**src/rtl/viterbi_pkg.sv**
```systemverilog
// Shared trellis dimensions and types for the Viterbi decoder traceback stage.
// K=4, rate 1/2: eight trellis states, one ACS selection bit per state per column.
package viterbi_pkg;

    localparam int NUM_STATES = 8;
    localparam int STATE_W    = 3;
    localparam int DEPTH_DEF  = 32;

    typedef logic [STATE_W-1:0]    state_t;
    typedef logic [NUM_STATES-1:0] dec_col_t;

    typedef enum logic [1:0] {
        WRITE  = 2'd0,
        TRACE  = 2'd1,
        OUTPUT = 2'd2
    } tb_state_e;

endpackage

```
**src/rtl/viterbi_traceback_if.sv**
```systemverilog
// Decision-column input and decoded-bit output handshakes of the traceback stage.
// The slave side is the traceback block; the master side is its environment.
interface viterbi_traceback_if;
    import viterbi_pkg::*;

    logic     dec_valid_i;
    dec_col_t dec_i;
    logic     frame_end_i;
    state_t   start_state_i;
    logic     ready_o;

    logic     bit_o;
    logic     bit_valid_o;
    logic     bit_last_o;
    logic     bit_ready_i;

    modport slave (
        input  dec_valid_i, dec_i, frame_end_i, start_state_i, bit_ready_i,
        output ready_o, bit_o, bit_valid_o, bit_last_o
    );

    modport master (
        output dec_valid_i, dec_i, frame_end_i, start_state_i, bit_ready_i,
        input  ready_o, bit_o, bit_valid_o, bit_last_o
    );

endinterface

```
**src/rtl/viterbi_survivor_mem.sv**
```systemverilog
// Survivor decision store: DEPTH columns of ACS selection bits.
// Synchronous write, combinational read so traceback can step one column per cycle.
module viterbi_survivor_mem
    import viterbi_pkg::*;
#(
    parameter  int DEPTH = DEPTH_DEF,
    localparam int PTR_W = $clog2(DEPTH)
) (
    input  logic             clk,
    input  logic             wr_en_i,
    input  logic [PTR_W-1:0] wr_addr_i,
    input  dec_col_t         wr_data_i,
    input  logic [PTR_W-1:0] rd_addr_i,
    output dec_col_t         rd_data_o
);

    dec_col_t mem_q [DEPTH];

    always_ff @(posedge clk) begin
        if (wr_en_i) begin
            mem_q[wr_addr_i] <= wr_data_i;
        end
    end

    assign rd_data_o = mem_q[rd_addr_i];

endmodule

```
**src/rtl/viterbi_traceback.sv**
```systemverilog
// Viterbi survivor-path traceback: stores decision columns, traces back from the
// supplied end state, then streams the decoded bits out in transmit order.
module viterbi_traceback
    import viterbi_pkg::*;
#(
    parameter  int DEPTH = DEPTH_DEF,
    localparam int PTR_W = $clog2(DEPTH)
) (
    input  logic                clk,
    input  logic                rst,
    viterbi_traceback_if.slave  tb_if,
    output logic                overflow_o
);

    localparam logic [PTR_W-1:0] LAST_COL = PTR_W'(DEPTH - 1);

    tb_state_e        state_q;
    logic [PTR_W-1:0] wr_ptr_q;
    logic [PTR_W-1:0] rd_ptr_q;
    logic [PTR_W-1:0] out_ptr_q;
    logic [PTR_W:0]   len_q;
    state_t           trace_st_q;
    logic             ready_q;
    logic             bit_q;
    logic             bit_valid_q;
    logic             bit_last_q;
    logic             overflow_q;
    logic             bits_q [DEPTH];

    logic             mem_wr_en_d;
    dec_col_t         mem_rd_d;
    logic             trace_dec_d;
    logic [PTR_W-1:0] out_nxt_d;

    assign mem_wr_en_d = ready_q & tb_if.dec_valid_i;
    assign trace_dec_d = mem_rd_d[trace_st_q];
    assign out_nxt_d   = out_ptr_q + 1'b1;

    viterbi_survivor_mem #(
        .DEPTH (DEPTH)
    ) u_mem (
        .clk       (clk),
        .wr_en_i   (mem_wr_en_d),
        .wr_addr_i (wr_ptr_q),
        .wr_data_i (tb_if.dec_i),
        .rd_addr_i (rd_ptr_q),
        .rd_data_o (mem_rd_d)
    );

    // The decoded bit of a column is the newest input bit held in its state.
    always_ff @(posedge clk) begin
        if (!rst && state_q == TRACE) begin
            bits_q[rd_ptr_q] <= trace_st_q[0];
        end
    end

    always_ff @(posedge clk) begin
        if (rst) begin
            state_q     <= WRITE;
            wr_ptr_q    <= '0;
            rd_ptr_q    <= '0;
            out_ptr_q   <= '0;
            len_q       <= '0;
            trace_st_q  <= '0;
            ready_q     <= 1'b1;
            bit_q       <= 1'b0;
            bit_valid_q <= 1'b0;
            bit_last_q  <= 1'b0;
            overflow_q  <= 1'b0;
        end else begin
            case (state_q)
                WRITE: begin
                    if (tb_if.dec_valid_i) begin
                        wr_ptr_q <= wr_ptr_q + 1'b1;
                        if (tb_if.frame_end_i || wr_ptr_q == LAST_COL) begin
                            len_q      <= {1'b0, wr_ptr_q} + 1'b1;
                            trace_st_q <= tb_if.start_state_i;
                            rd_ptr_q   <= wr_ptr_q;
                            ready_q    <= 1'b0;
                            state_q    <= TRACE;
                            if (!tb_if.frame_end_i) begin
                                overflow_q <= 1'b1;
                            end
                        end
                    end
                end

                TRACE: begin
                    trace_st_q <= {trace_dec_d, trace_st_q[STATE_W-1:1]};
                    if (rd_ptr_q == '0) begin
                        // bits_q[0] is written on this same edge, so take it straight from the state.
                        out_ptr_q   <= '0;
                        bit_q       <= trace_st_q[0];
                        bit_valid_q <= 1'b1;
                        bit_last_q  <= (len_q == (PTR_W+1)'(1));
                        state_q     <= OUTPUT;
                    end else begin
                        rd_ptr_q <= rd_ptr_q - 1'b1;
                    end
                end

                OUTPUT: begin
                    if (tb_if.bit_ready_i) begin
                        if (bit_last_q) begin
                            bit_valid_q <= 1'b0;
                            bit_last_q  <= 1'b0;
                            wr_ptr_q    <= '0;
                            ready_q     <= 1'b1;
                            state_q     <= WRITE;
                        end else begin
                            out_ptr_q  <= out_nxt_d;
                            bit_q      <= bits_q[out_nxt_d];
                            bit_last_q <= ({1'b0, out_nxt_d} == len_q - 1'b1);
                        end
                    end
                end

                default: begin
                    state_q <= WRITE;
                end
            endcase
        end
    end

    assign tb_if.ready_o     = ready_q;
    assign tb_if.bit_o       = bit_q;
    assign tb_if.bit_valid_o = bit_valid_q;
    assign tb_if.bit_last_o  = bit_last_q;
    assign overflow_o        = overflow_q;

endmodule

```
**src/flat_wrapper.sv**
```systemverilog
// flat-port wrapper written by rule: the top's interface ports become plain ports
module viterbi_traceback_flat import viterbi_pkg::*;
#(
    parameter  int DEPTH = DEPTH_DEF,
    localparam int PTR_W = $clog2(DEPTH)
)
  (clk, rst, overflow_o, tb_if_dec_valid_i, tb_if_dec_i, tb_if_frame_end_i, tb_if_start_state_i, tb_if_bit_ready_i, tb_if_ready_o, tb_if_bit_o, tb_if_bit_valid_o, tb_if_bit_last_o);
  viterbi_traceback_if tb_if_i ();
  input  logic clk;
  input  logic rst;
  output logic overflow_o;
  input wire logic [$bits(tb_if_i.dec_valid_i)-1:0] tb_if_dec_valid_i;
  input wire logic [$bits(tb_if_i.dec_i)-1:0] tb_if_dec_i;
  input wire logic [$bits(tb_if_i.frame_end_i)-1:0] tb_if_frame_end_i;
  input wire logic [$bits(tb_if_i.start_state_i)-1:0] tb_if_start_state_i;
  input wire logic [$bits(tb_if_i.bit_ready_i)-1:0] tb_if_bit_ready_i;
  output wire logic [$bits(tb_if_i.ready_o)-1:0] tb_if_ready_o;
  output wire logic [$bits(tb_if_i.bit_o)-1:0] tb_if_bit_o;
  output wire logic [$bits(tb_if_i.bit_valid_o)-1:0] tb_if_bit_valid_o;
  output wire logic [$bits(tb_if_i.bit_last_o)-1:0] tb_if_bit_last_o;
  assign tb_if_i.dec_valid_i = tb_if_dec_valid_i;
  assign tb_if_i.dec_i = tb_if_dec_i;
  assign tb_if_i.frame_end_i = tb_if_frame_end_i;
  assign tb_if_i.start_state_i = tb_if_start_state_i;
  assign tb_if_i.bit_ready_i = tb_if_bit_ready_i;
  assign tb_if_ready_o = tb_if_i.ready_o;
  assign tb_if_bit_o = tb_if_i.bit_o;
  assign tb_if_bit_valid_o = tb_if_i.bit_valid_o;
  assign tb_if_bit_last_o = tb_if_i.bit_last_o;
  viterbi_traceback #(.DEPTH(DEPTH)) u_core (.clk(clk), .rst(rst), .tb_if(tb_if_i), .overflow_o(overflow_o));
endmodule
```
**config.mk**
```make
export PLATFORM = sky130hd
export DESIGN_NAME = viterbi_traceback_flat
export DESIGN_NICKNAME = d
export VERILOG_FILES = /design/src/rtl/viterbi_pkg.sv /design/src/rtl/viterbi_traceback_if.sv /design/src/rtl/viterbi_survivor_mem.sv /design/src/rtl/viterbi_traceback.sv /design/src/flat_wrapper.sv
export SDC_FILE = /design/constraint.sdc
export NUM_CORES = 1
export LEC_CHECK = 0
export ABC_AREA = 1
export CORE_MARGIN = 8
export CORE_UTILIZATION = 65
export CTS_BUF_LIST = sky130_fd_sc_hd__clkbuf_4 sky130_fd_sc_hd__clkbuf_8
export DETAILED_ROUTE_END_ITERATION = 8
export HOLD_SLACK_MARGIN = 0.12
export PLACE_DENSITY = 0.82
export SLEW_MARGIN = 20
export SYNTH_ARGS = -nofsm -noshare
export SYNTH_HDL_FRONTEND = slang
export SYNTH_SLANG_ARGS = --single-unit
```
**constraint.sdc**
```tcl
create_clock -name clk -period 2.25 [get_ports clk]
set_clock_uncertainty 0.15 [all_clocks]
set_input_delay 0.675 -clock clk [delete_from_list [all_inputs] [get_ports clk]]
set_output_delay 0.675 -clock clk [all_outputs]
set_load 0.03 [all_outputs]
```
Word-level counts from Yosys, hierarchy flattened:

Memory sizes are Yosys's and may differ from the RTL's. A register that Yosys moved wholly into a read port is not among the register bits.
Cells that the tools add are included.

* flip-flop bits (word level): 31
* RAM bits: 288
* input bits: 16
* output and inout port bits: 5
* memories kept: 2

Memories
* u_core.u_mem.mem_q: depth 32, width 8, read ports 1, clocked after Yosys merged registers in 1, wr ports 1, line viterbi_survivor_mem.sv:17 `dec_col_t mem_q [DEPTH];`
* u_core.bits_q: depth 32, width 1, read ports 1, clocked after Yosys merged registers in 0, wr ports 1, line viterbi_traceback.sv:28 `logic bits_q [DEPTH];`

* add/sub/neg operators: 5
* $lt $le $gt $ge: 1
* equality and inequality tests: 12
* muxes and demuxes: 46
* bitwise logic cells: 2
* reductions and logical operators: 18

Operator list (count)
* $mux 5: 11
* $pmux 5 s2: 3
* $reduce_and 4->1: 5
* $mux 1: 18
* $add 5x1->5 const B: 2
* $mux 2: 5
* $ne 2x2->1 const B: 5
* $reduce_and 5->1: 2
* $reduce_and 3->1: 3
* $pmux 1 s2: 4
* $add 5x1->6 const B: 1
* $eq 5x6->1: 1
* $eq 6x1->1 const B: 1
* $mux 3: 2
* $pmux 2 s3: 1
* $pmux 3 s2: 1
* $reduce_bool 2->1: 3
* $sub 6x1->6 const B: 1
* $eq 5x5->1 const B: 1
* $logic_not 5->1: 1
* $sub 5x1->5 const B: 1
* $lt 3x4->1 const B: 1
* $ne 2x1->1 const B: 2
* $bmux 1 s3: 1
* 8 further kinds: 8

Longest topological paths before layout:

Gate-level depths: netlist (run 1).

* depth after elaboration: 7
* depth in mapped cells: 15
* depth with buffers taken out: 13

Hierarchy:

Synthesis (run 1) repeated with hierarchy kept, for this count alone.

* cell total of the unflattened synthesis: 1326
* area, all modules: 13963.4 um^2

Modules (own cells, without submodules)
* viterbi_survivor_mem: times used 1, cells an instance 914, area an instance 10626.4 um^2
* viterbi_traceback: times used 1, cells an instance 412, area an instance 3337.0 um^2

Least setup slack after synthesis (run 1):

No wires, ideal clock.

* path type: register -> register
* from: reg u_core.wr_ptr_q[1]
* to: reg (tool-made name)
* library setup time: 0.107 ns
* data arrival time: 1.724 ns
* path slack: 0.270 ns
* stages on the path, launching flop included: 11
* path buffers: 0
* period minus slack after synthesis: 1.980 ns
* path through: dfxtp_1 ha_1 nand2_1 nor2_1 ha_1 nor2_1 nor2_1 inv_1 nand2_1 inv_1 a221oi_1

RTL lines
* start: declaration: line viterbi_traceback.sv:18 `logic [PTR_W-1:0] wr_ptr_q;`
* start signal: assignment: line viterbi_traceback.sv:74 `wr_ptr_q <= wr_ptr_q + 1'b1;`

Worst setup path in the final report (run 1):

* from: reg u_core.bit_last_q, in the netlist u_core.tb_if.bit_last_o
* to: out tb_if_bit_last_o

RTL lines
* start: declaration: line viterbi_traceback.sv:26 `logic bit_last_q;`
* start signal: assignment: line viterbi_traceback.sv:95 `bit_last_q <= (len_q == (PTR_W+1)'(1));`
* start signal: assignment: line viterbi_traceback.sv:113 `bit_last_q <= ({1'b0, out_nxt_d} == len_q - 1'b1);`
* end: declaration: line flat_wrapper.sv:20 `output wire logic [$bits(tb_if_i.bit_last_o)-1:0] tb_if_bit_last_o;`

No word-level cell between the ends.

==> results of run 1 <==
[registers in the layout, summed over array words and instances (netlist names), named ones only]
signal                    cells
u_core.bits_q                32
u_core.len_q                  6
u_core.out_ptr_q              5
u_core.overflow_o             1
u_core.rd_ptr_q               5
u_core.state_q                2
u_core.tb_if.bit_last_o       1
u_core.tb_if.bit_o            1
u_core.tb_if.bit_valid_o      1
u_core.tb_if.ready_o          1
u_core.trace_st_q             3
u_core.u_mem.mem_q          256
u_core.wr_ptr_q               5
[kinds of logic (layout without fill, tap and decap cells)]
group	count (synthesis)	after routing
adders and majority gates	12	12
DFF	324	324
buffers and inverters	104	237
xor gates and xnor gates	12	12
AOI/OAI and AO/OA	87	87
and+or+nand+nor	699	699
[through the flow]
step / instances / util [%] / setup slack, ps / area, um^2 / power [mW]
2_1_floorplan: 1238 / - / 270 / 13600 / 8.01
3_3_place_gp: 1557 / 69.9 / -163 / 14600 / 8.61
3_5_place_dp: 1557 / 69.9 / -191 / 14600 / 8.67
4_1_cts: 1644 / 74.6 / 15.6 / 15500 / 13.3
5_1_grt: 1646 / 75.1 / -0.507 / 15600 / 13.9
6_report: 1646 / 75.1 / 61.2 / 15600 / 13.4
[power breakdown]
| group | total, mW | internal, mW | switching (mW) |
|---|---|---|---|
| combinational | 1.95 | 0.636 | 1.31 |
| clock | 4.75 | 2.66 | 2.10 |
| sequential | 6.73 | 6.65 | 0.0810 |
[placed cells by master (no fill, tap or decap), drive strengths merged]
cell,synthesis,final
nand2,313,313
edfxtp,288,288
nand3,270,270
nor2,109,109
buf,52,87
clkbuf,11,72
inv,41,42
o21ai,37,37
dfxtp,36,36
a21oi,22,22
clkdlybuf4s50,0,15
clkinv,0,14
ha,12,12
o22ai,9,9
xor2,9,9
a211oi,8,8
dlygate4sd2,0,4
a31oi,3,3
xnor2,3,3
nor3,3,3
o211ai,2,2
nand3b,2,2
bufinv,0,2
a221oi,2,2
o2111ai,1,1
nand4,1,1
o21a,1,1
o21bai,1,1
o32ai,1,1
or2,1,1
clkdlybuf4s15,0,1
[worst min-delay path, delay by kind of cell (launching register included)]
kind | cells | cell delay (ps)
buffers and inverters | 1 | 60
AO/OA/AOI/OAI | 1 | 50
flip-flops | 1 | 310
[what timing repair did]
item                                    4_1_cts  5_1_grt
hold buffers                                  0        0
gates cloned                                  0        2
buffers inserted                              0        0
endpoints found under the setup margin        5       13
pin swaps                                     0        1
gates resized for setup                       5       16
[layout make-up]
class / instances / area (um^2)
clock buffer: 70 / 851
clock inverter: 17 / 129
sequential: 324 / 9380
timing repair buffer: 109 / 1010
tap: 275 / 344
fill: 1262 / 5180
multi-input combinational: 810 / 3770
inverter: 41 / 156
[layer usage]
metal	wire (um)	up-vias	global-route usage [%]	part of all wire (%)
li1	-	4551	-	-
met4	944	0	9.26	2.8
met2	15600	729	39.0	47
met5	0	-	0	0
met3	3750	82	4.89	11
met1	13000	4698	34.3	39
[path summary, 6_finish.rpt]
kind	from	slack, ps	depth (start not counted)	endpoint
setup reg to reg	u_core.out_ptr_q[0]	130	9	u_core.tb_if.bit_o
hold reg to reg	u_core.len_q[5]	320	2	u_core.len_q[5]
hold / removal	u_core.len_q[5]	320	2	u_core.len_q[5]
setup / recovery	u_core.tb_if.bit_last_o	60	1	tb_if_bit_last_o
==> metrics.yaml, run 1 <==
detailed_routing:
  drt-initial-drc-count: 1611
  wirelength_mm: 33.3
  via_per_inst: 6.11
  wl_per_cell_um: 20.2
  first_pass_iters: 6
  drt_drc_violations_left: 0
  vias: 10100
  antenna_left: 0
timing:
  fin_crit_ps: 2190
  hold_viol_final: 0
  relSlewSlack_pct: 65.7
  fin_crit_sh_pct: 97.3
  setup_viol: 0
  finalMaxSlewViolations: 0
  fmax_mhz: 457
  worstMarginPinSlew_ps: 514
  whs_ps: 322
  final.setup.tns_ps: 0
logic_synthesis:
  ys_seq_elements: 324
  synth_area_leaders: "edfxtp_1 64%, nand3_1 9.9%, nand2_1 8.6%"
  synthMuxAreaShare_pct: 0
  synth.distinct_cells: 33
  synth_fp_nets: 1266
  synth_top_area_share_pct: 63.5
  synth_top_family_by_area: "simple AND/OR/NAND/NOR gates"
  ys_seq_area_share_pct: 68.8
  synth_area_mm2: 0.0136
  synthXorXnorAreaFrac_pct: 0.827
  synth_simple_gate_area_share_pct: 21.9
  yosysMostFrequentCell: "nand2_1"
  synth_common_cells: "313 x nand2_1, 288 x edfxtp_1, 269 x nand3_1"
  synthAdderAreaFrac_pct: 1.10
  syn-instance-count: 1238
  yosysTopAreaCell: "edfxtp_1"
  synth_area_per_cell_um2: 11.0
  synth_compound_area_share_pct: 3.64
  yosys_warnings: 0
  synth-edff-count: 288
  synth_top_flop_cell: "edfxtp_1"
  async_flop_share_pct: 0
setup_path:
  critPathRequiredTime_ps: 1420
  start_kind: "register"
  path_cells: "clkdlybuf4s15_1"
  path_buf_inv: 1
  critPathCaptureType: "primary output"
  crit_fanout: 5
  critPathKind: "register to primary output"
  slowest_delay_ps: 410
  critPathTopFamily: "flip-flops"
  cp.arrival_ps: 1360
  slowest_stage: "dfxtp_1"
clock_network:
  cts_inserted_buffers: 48
  cts_tree: "built"
  cts_root_buf: "clkbuf_8"
  cts_max_level: 2
  clockBufferDepth: 3
  clk_pin_slew_ps: 60
  cts.sinks: 324
  clkLatencyLatePin_ps: 570
flow_run:
  drv_cap: 0
place:
  place_congestion: 0.922
  post-dp-hpwl_mm: 20.9
  io_buffer_count: 20
floorplan:
  initial_core_util_pct: 65.4
  die_w_um: 161
  dieArea_mm2: 0.0258
  top_level_ports: 21
  core_mm2: 0.0208
  num_rows: 53
  die_y_um: 161
power_and_ir_drop:
  ir_drop_mv: 0.824
  power_density_mw_per_mm2: 859
  leakage_nw: 5.70
global_route:
  grt_pass1_vias: 9417
  grt.overflow.total: 0
  grt_max_degree: 65
  track_usage_pct: 24.9
  antenna_found_initial: 0
  grt_pass1_wl_mm: 50.6
layout:
  insertedDiodeCount: 0
  syn_to_final_growth_pct: 14.9
  layout-drive-gt1-share_pct: 13.5
  nets: 1362
worst_hold_path:
  hold_path_class: "register to register"
outcome:
  outcome: "completed"
Power figures use the tool's default switching activity.
==> inputs of run 2 (changes only) <==
- CELL_PAD_IN_SITES_DETAIL_PLACEMENT: not set -> 1
- CELL_PAD_IN_SITES_GLOBAL_PLACEMENT: not set -> 2
- CORE_UTILIZATION: 65 -> 44
- GPL_ROUTABILITY_DRIVEN: not set -> 0
- PLACE_DENSITY: 0.82 -> not set
- PLACE_DENSITY_LB_ADDON: not set -> 0.1
==> metrics.yaml, run 2 (synthesis results as in run 1) <==
outcome:
  outcome: "completed"  # unchanged
timing:
  whs_ps: 307  # was 322 ps
  fmax_mhz: 449  # was 457 MHz
  setup_ws_ps: 21.9  # was 61.2 ps
  setup_viol: 0  # unchanged
  fin_crit_ps: 2230  # was 2190 ps
  worstMarginPinSlew_ps: 677  # was 514 ps
  hold_viol_final: 0  # unchanged
  fin_crit_sh_pct: 99.0  # was 97.3%
  finalMaxSlewViolations: 0  # unchanged
  relSlewSlack_pct: 54.8  # was 65.7%
setup_path:
  endpoint: "u_core.trace_st_q[2]"  # was tb_if_bit_last_o
  critPathKind: "register to register"  # was register to primary output
  cp.arrival_ps: 2530  # was 1360 ps
  timing.rr.end: "u_core.trace_st_q[2]"  # was u_core.tb_if.bit_o
  rr_worst_depth: 15  # was 9
  critPathRequiredTime_ps: 2550  # was 1420 ps
  start_kind: "register"  # unchanged
  rrSetupSlack_ps: 20  # was 130 ps
  crit_fanout: 16  # was 5
  critPathCaptureType: "register"  # was primary output
floorplan:
  num_rows: 64  # was 53
  dieArea_mm2: 0.0368  # was 0.0258 mm^2
  core_mm2: 0.0305  # was 0.0208 mm^2
  die_y_um: 192  # was 161 um
  initial_core_util_pct: 44.6  # was 65.4%
  top_level_ports: 21  # unchanged
  die_w_um: 192  # was 161 um
detailed_routing:
  antenna_left: 0  # unchanged
  drt_drc_violations_left: 0  # unchanged
  via_per_inst: 5.41  # was 6.11
  wirelength_mm: 40.4  # was 33.3 mm
  wl_per_cell_um: 22.5  # was 20.2 um
  drt-initial-drc-count: 744  # was 1,611
  vias: 9707  # was 10,100
  first_pass_iters: 5  # was 6
layout:
  final_cell_area_mm2: 0.0164  # was 0.0156 mm^2
  fin_util_pct: 53.7  # was 75.1%
  largest-register: "u_core.u_mem.mem_q"  # unchanged
  largest_register_ffs: 256  # unchanged
  layout-drive-gt1-share_pct: 16.3  # was 13.5%
  syn_to_final_growth_pct: 20.3  # was 14.9%
  reg_top3: "u_core.u_mem.mem_q x256, u_core.bits_q x32, u_core.len_q x6"  # unchanged
  layout_common_cells: "312 x nand2_1, 288 x edfxtp_1, 241 x nand3_1"  # was 313 x nand2_1, 288 x edfxtp_1, 269 x nand3_1
  multi_input_area_mm2: 0.00391  # was 0.00377 mm^2
  regArea_mm2: 0.00937  # was 0.00938 mm^2
  final_common_cell: "nand2_1"  # unchanged
  fillers: 3259  # was 1,262
  nets: 1383  # was 1,362
  insertedDiodeCount: 0  # unchanged
place:
  placed_area_mm2: 0.0149  # was 0.0146 mm^2
  place_ws_ps: -250  # was -191 ps
  post-dp-hpwl_mm: 25.0  # was 20.9 mm
  io_buffer_count: 20  # unchanged
power_and_ir_drop:
  power_density_mw_per_mm2: 863  # was 859 mW/mm^2
  leakage_nw: 5.97  # was 5.70 nW
  power_mw: 14.1  # was 13.4 mW
  ir_drop_mv: 0.459  # was 0.824 mV
flow_run:
  drv_cap: 0  # unchanged
clock_network:
  cts_root_buf: "clkbuf_8"  # unchanged
  clkLatencyLatePin_ps: 570  # about the same
  cts_max_level: 2  # unchanged
  cts_inserted_buffers: 53  # was 48
  cts.hold.buffers_added: 0  # unchanged
  clockBufferDepth: 3  # unchanged
  cts_tree: "built"  # unchanged
  clk_pin_slew_ps: 60  # about the same
  cts.sinks: 324  # unchanged
global_route:
  grt_pass1_wl_mm: 59.7  # was 50.6 mm
  grt.overflow.total: 0  # unchanged
  grt_max_degree: 69  # was 65
  antenna_found_initial: 0  # unchanged
  track_usage_pct: 21.4  # was 24.9%
  grt_pass1_vias: 10100  # was 9,417
worst_hold_path:
  hold_path_class: "register to register"  # unchanged
run 2: power breakdown:
part / switching (mW) / internal [mW]
clock: 2.26 / 2.89
combinational: 1.48 / 0.772
sequential: 0.0812 / 6.65
total: 3.82 / 10.3
run 2: cell type report:
| type | instances | share of cell area [%] |
|---|---|---|
| Inverter | 41 | 1.02 |
| Tap cell | 396 | 3.02 |
| Clock buffer | 69 | 5.38 |
| Clock inverter | 29 | 1.21 |
| Multi-Input combinational cell | 810 | 23.9 |
| Sequential cell | 324 | 57.2 |
| Timing Repair Buffer | 125 | 8.26 |
run 2: worst min-delay path by stage:
stage,from,to,slack [ps],cells after the start
3_5_place_dp,u_core.out_ptr_q[4],u_core.out_ptr_q[4],300,2
3_3_place_gp,u_core.out_ptr_q[4],u_core.out_ptr_q[4],300,2
5_1_grt,u_core.out_ptr_q[4],u_core.out_ptr_q[4],330,2
2_1_floorplan,u_core.out_ptr_q[4],u_core.out_ptr_q[4],290,2
6_report,u_core.overflow_o,u_core.overflow_o,310,1
4_1_cts,u_core.out_ptr_q[4],u_core.out_ptr_q[4],310,2
run 2: per-stage QoR:
stage / setup TNS, ps / cells
2_1_floorplan: 0 / 1238
3_3_place_gp: -43430 / 1683
3_5_place_dp: -54900 / 1683
4_1_cts: 0 / 1781
5_1_grt: -50.4 / 1794
6_report: 0 / 1794
run 2: worst max-delay path, stage by stage, from the launching register on:
cell      delay, ps
dfxtp_4         430
clkinv_8         60
buf_12          140
buf_12          150
nand2_1          70
nand3_1         100
nand3_1         150
nand3_1         140
nand3_2         120
nand3_1          80
nand2_1         110
nand2_1          70
nand3_1          90
nand3_1          80
nand2_1          70
a21oi_1          60
run 2: what timing repair did:
item | in CTS | in global routing
setup endpoints to repair | 5 | 10
pin swaps | 0 | 3
resized for setup | 8 | 44
cloned | 0 | 6
buffers inserted | 0 | 7
run 2: per-layer routing:
metal  routed length [um]  GRT usage (%)  up-vias
met5                    0              0        -
met4                  626           5.15        0
met3                 2050           3.45       54
met2                19500           35.9      242
met1                18200           28.9     4808
li1                     -              -     4603
==> inputs of run 3 (changes only) <==
- PLACE_DENSITY: not set -> 0.91
- PLACE_DENSITY_LB_ADDON: 0.1 -> not set
==> metrics.yaml, run 3 (synthesis results as in run 1) <==
setup_path:
  cp.arrival_ps: 1370  # was 2530 ps
  critPathCaptureType: "primary output"  # was register
  path_buf_inv: 1  # was 3
  critPathRequiredTime_ps: 1420  # was 2550 ps
  critPathTopFamily: "buffers and inverters"  # was simple AND/OR/NAND/NOR gates
  start_kind: "register"  # unchanged
  slowest_stage: "dlygate4sd2_1"  # was dfxtp_4
  critPathKind: "register to primary output"  # was register to register
  path_cells: "dlygate4sd2_1"  # was clkinv_8 > buf_12 > buf_12 > nand2_1 > nand3_1 > nand3_1 > nand3_1 > nand3_2 > nand3_1 > nand2_1 > nand2_1 > nand3_1 > nand3_1 > nand2_1 > a21oi_1
  slowest_delay_ps: 420  # was 430 ps
  crit_fanout: 3  # was 16
power_and_ir_drop:
  p_comb_share_pct: 15.4  # was 15.9%
  leakage_nw: 5.92  # was 5.97 nW
  ir_drop_mv: 0.523  # was 0.459 mV
  sw_frac_of_total_pct: 27.1  # was 27.0%
  power_density_mw_per_mm2: 872  # was 863 mW/mm^2
  switchingPower_mw: 3.83  # was 3.82 mW
  power_mw: 14.1  # about the same
  seq_power_share_pct: 47.7  # was 47.6%
  p_int_mw: 10.3  # about the same
  p_clk_share_pct: 37.0  # was 36.4%
clock_network:
  clockBufferDepth: 3  # unchanged
  clk_pin_slew_ps: 60  # about the same
  cts_tree: "built"  # unchanged
  cts.hold.buffers_added: 0  # unchanged
  cts_inserted_buffers: 52  # was 53
  cts_root_buf: "clkbuf_8"  # unchanged
  cts_max_level: 2  # unchanged
  clkLatencyLatePin_ps: 590  # was 570 ps
  cts.sinks: 324  # unchanged
flow_run:
  drv_cap: 0  # unchanged
detailed_routing:
  drt-initial-drc-count: 907  # was 744
  wl_per_cell_um: 22.2  # was 22.5 um
  drt_drc_violations_left: 0  # unchanged
  wirelength_mm: 39.7  # was 40.4 mm
  vias: 10000  # was 9,707
  antenna_left: 0  # unchanged
  first_pass_iters: 5  # unchanged
  via_per_inst: 5.60  # was 5.41
layout:
  final_common_cell: "nand2_1"  # unchanged
  largest-register: "u_core.u_mem.mem_q"  # unchanged
  reg_top3: "u_core.u_mem.mem_q x256, u_core.bits_q x32, u_core.len_q x6"  # unchanged
  insertedDiodeCount: 0  # unchanged
  fin_util_pct: 53.1  # was 53.7%
  layout-drive-gt1-share_pct: 16.2  # was 16.3%
  largest_register_ffs: 256  # unchanged
  final_cell_area_mm2: 0.0162  # was 0.0164 mm^2
  layout_common_cells: "309 x nand2_1, 288 x edfxtp_1, 249 x nand3_1"  # was 312 x nand2_1, 288 x edfxtp_1, 241 x nand3_1
  syn_to_final_growth_pct: 18.9  # was 20.3%
  fillers: 3230  # was 3,259
  nets: 1383  # unchanged
  fin_cells: 1792  # was 1,794
floorplan:
  die_y_um: 192  # unchanged
  core_mm2: 0.0305  # unchanged
  num_rows: 64  # unchanged
  die_w_um: 192  # unchanged
  dieArea_mm2: 0.0368  # unchanged
  top_level_ports: 21  # unchanged
  initial_core_util_pct: 44.6  # unchanged
place:
  placed_area_mm2: 0.0148  # was 0.0149 mm^2
  place_ws_ps: -172  # was -250 ps
  post-dp-hpwl_mm: 25.2  # was 25.0 mm
  dp_cells: 1689  # was 1,683
  io_buffer_count: 20  # unchanged
timing:
  relSlewSlack_pct: 58.1  # was 54.8%
  setup_ws_ps: 51.3  # was 21.9 ps
  fin_crit_ps: 2200  # was 2230 ps
  hold_viol_final: 0  # unchanged
  rsz0062_at_grt: "true"
  fmax_mhz: 455  # was 449 MHz
  fin_crit_sh_pct: 97.7  # was 99.0%
  final.setup.tns_ps: 0  # unchanged
  worstMarginPinSlew_ps: 628  # was 677 ps
  finalMaxSlewViolations: 0  # unchanged
  setup_viol: 0  # unchanged
  whs_ps: 314  # was 307 ps
global_route:
  grt_pass1_wl_mm: 59.8  # was 59.7 mm
  grt_max_degree: 65  # was 69
  antenna_found_initial: 0  # unchanged
  grt_pass1_vias: 10400  # was 10,100
  grt.overflow.total: 0  # unchanged
  track_usage_pct: 21.3  # was 21.4%
worst_hold_path:
  hold_path_class: "register to register"  # unchanged
outcome:
  outcome: "completed"  # unchanged
-- run 3: cell types whose count changed in the layout (fill, tap and decap cells not counted), sizes merged --
| cell | change |
|---|---|
| dlygate4sd2 | +1 |
| clkinv | -11 |
| inv | +1 |
| buf | +4 |
| clkbuf | +3 |
-- run 3: routing by layer --
metal	share of wire, %	global-route usage, %
met1	44	28.9
met3	6.1	3.16
met5	0	0
met2	48	34.7
met4	2.4	6.84
-- run 3: timing repair --
item / 4_1_cts / 5_1_grt
pin swaps: 0 / 4
setup endpoints to repair: 6 / 14
hold endpoints to repair: 0 / 0
cloned: 1 / 3
buffers inserted: 1 / 4
gates resized for setup: 8 / 37
-- run 3: power groups by stage --
stage | Sequential [mW] | Combinational [mW] | Clock, mW
CTS | 6.73 | 2.01 | 5.30
floorplan | 6.85 | 1.16 | 0
global route | 6.73 | 2.34 | 5.50
global placement | 6.85 | 1.91 | 0
finish | 6.73 | 2.17 | 5.21
detailed placement | 6.85 | 1.97 | 0
-- run 3: path summary, 6_finish.rpt --
kind,startpoint,endpoint,slack [ps],cells after the start
worst max-delay path,u_core.tb_if.ready_o,tb_if_ready_o,50,1
worst min-delay path,u_core.out_ptr_q[4],u_core.out_ptr_q[4],310,2
worst max register to register,register,u_core.trace_st_q[2],60,14
worst min register to register,u_core.out_ptr_q[4],u_core.out_ptr_q[4],310,2
-- run 3: area by class of cell --
cell class / count / area (um^2) / share of cell area (%)
tap: 396 / 495 / 3.06
sequential: 324 / 9370 / 57.9
inverter: 41 / 169 / 1.04
clock inverter: 19 / 168 / 1.04
multi-input combinational: 810 / 3860 / 23.8
clock buffer: 76 / 902 / 5.57
timing repair buffer: 126 / 1220 / 7.54
-- run 3: worst register-to-register path: stages, from the launching register on --
cell      delay [ps]
dfxtp_4          460
clkinv_8         160
buf_12           190
nand2_1          100
nand3_1          100
nand3_1          120
nand3_1          140
nand3_2          150
nand3_1           90
nand2_2          100
nand2_1           50
nand3_1           60
nand3_1           80
nand2_1           60
a21oi_1           50
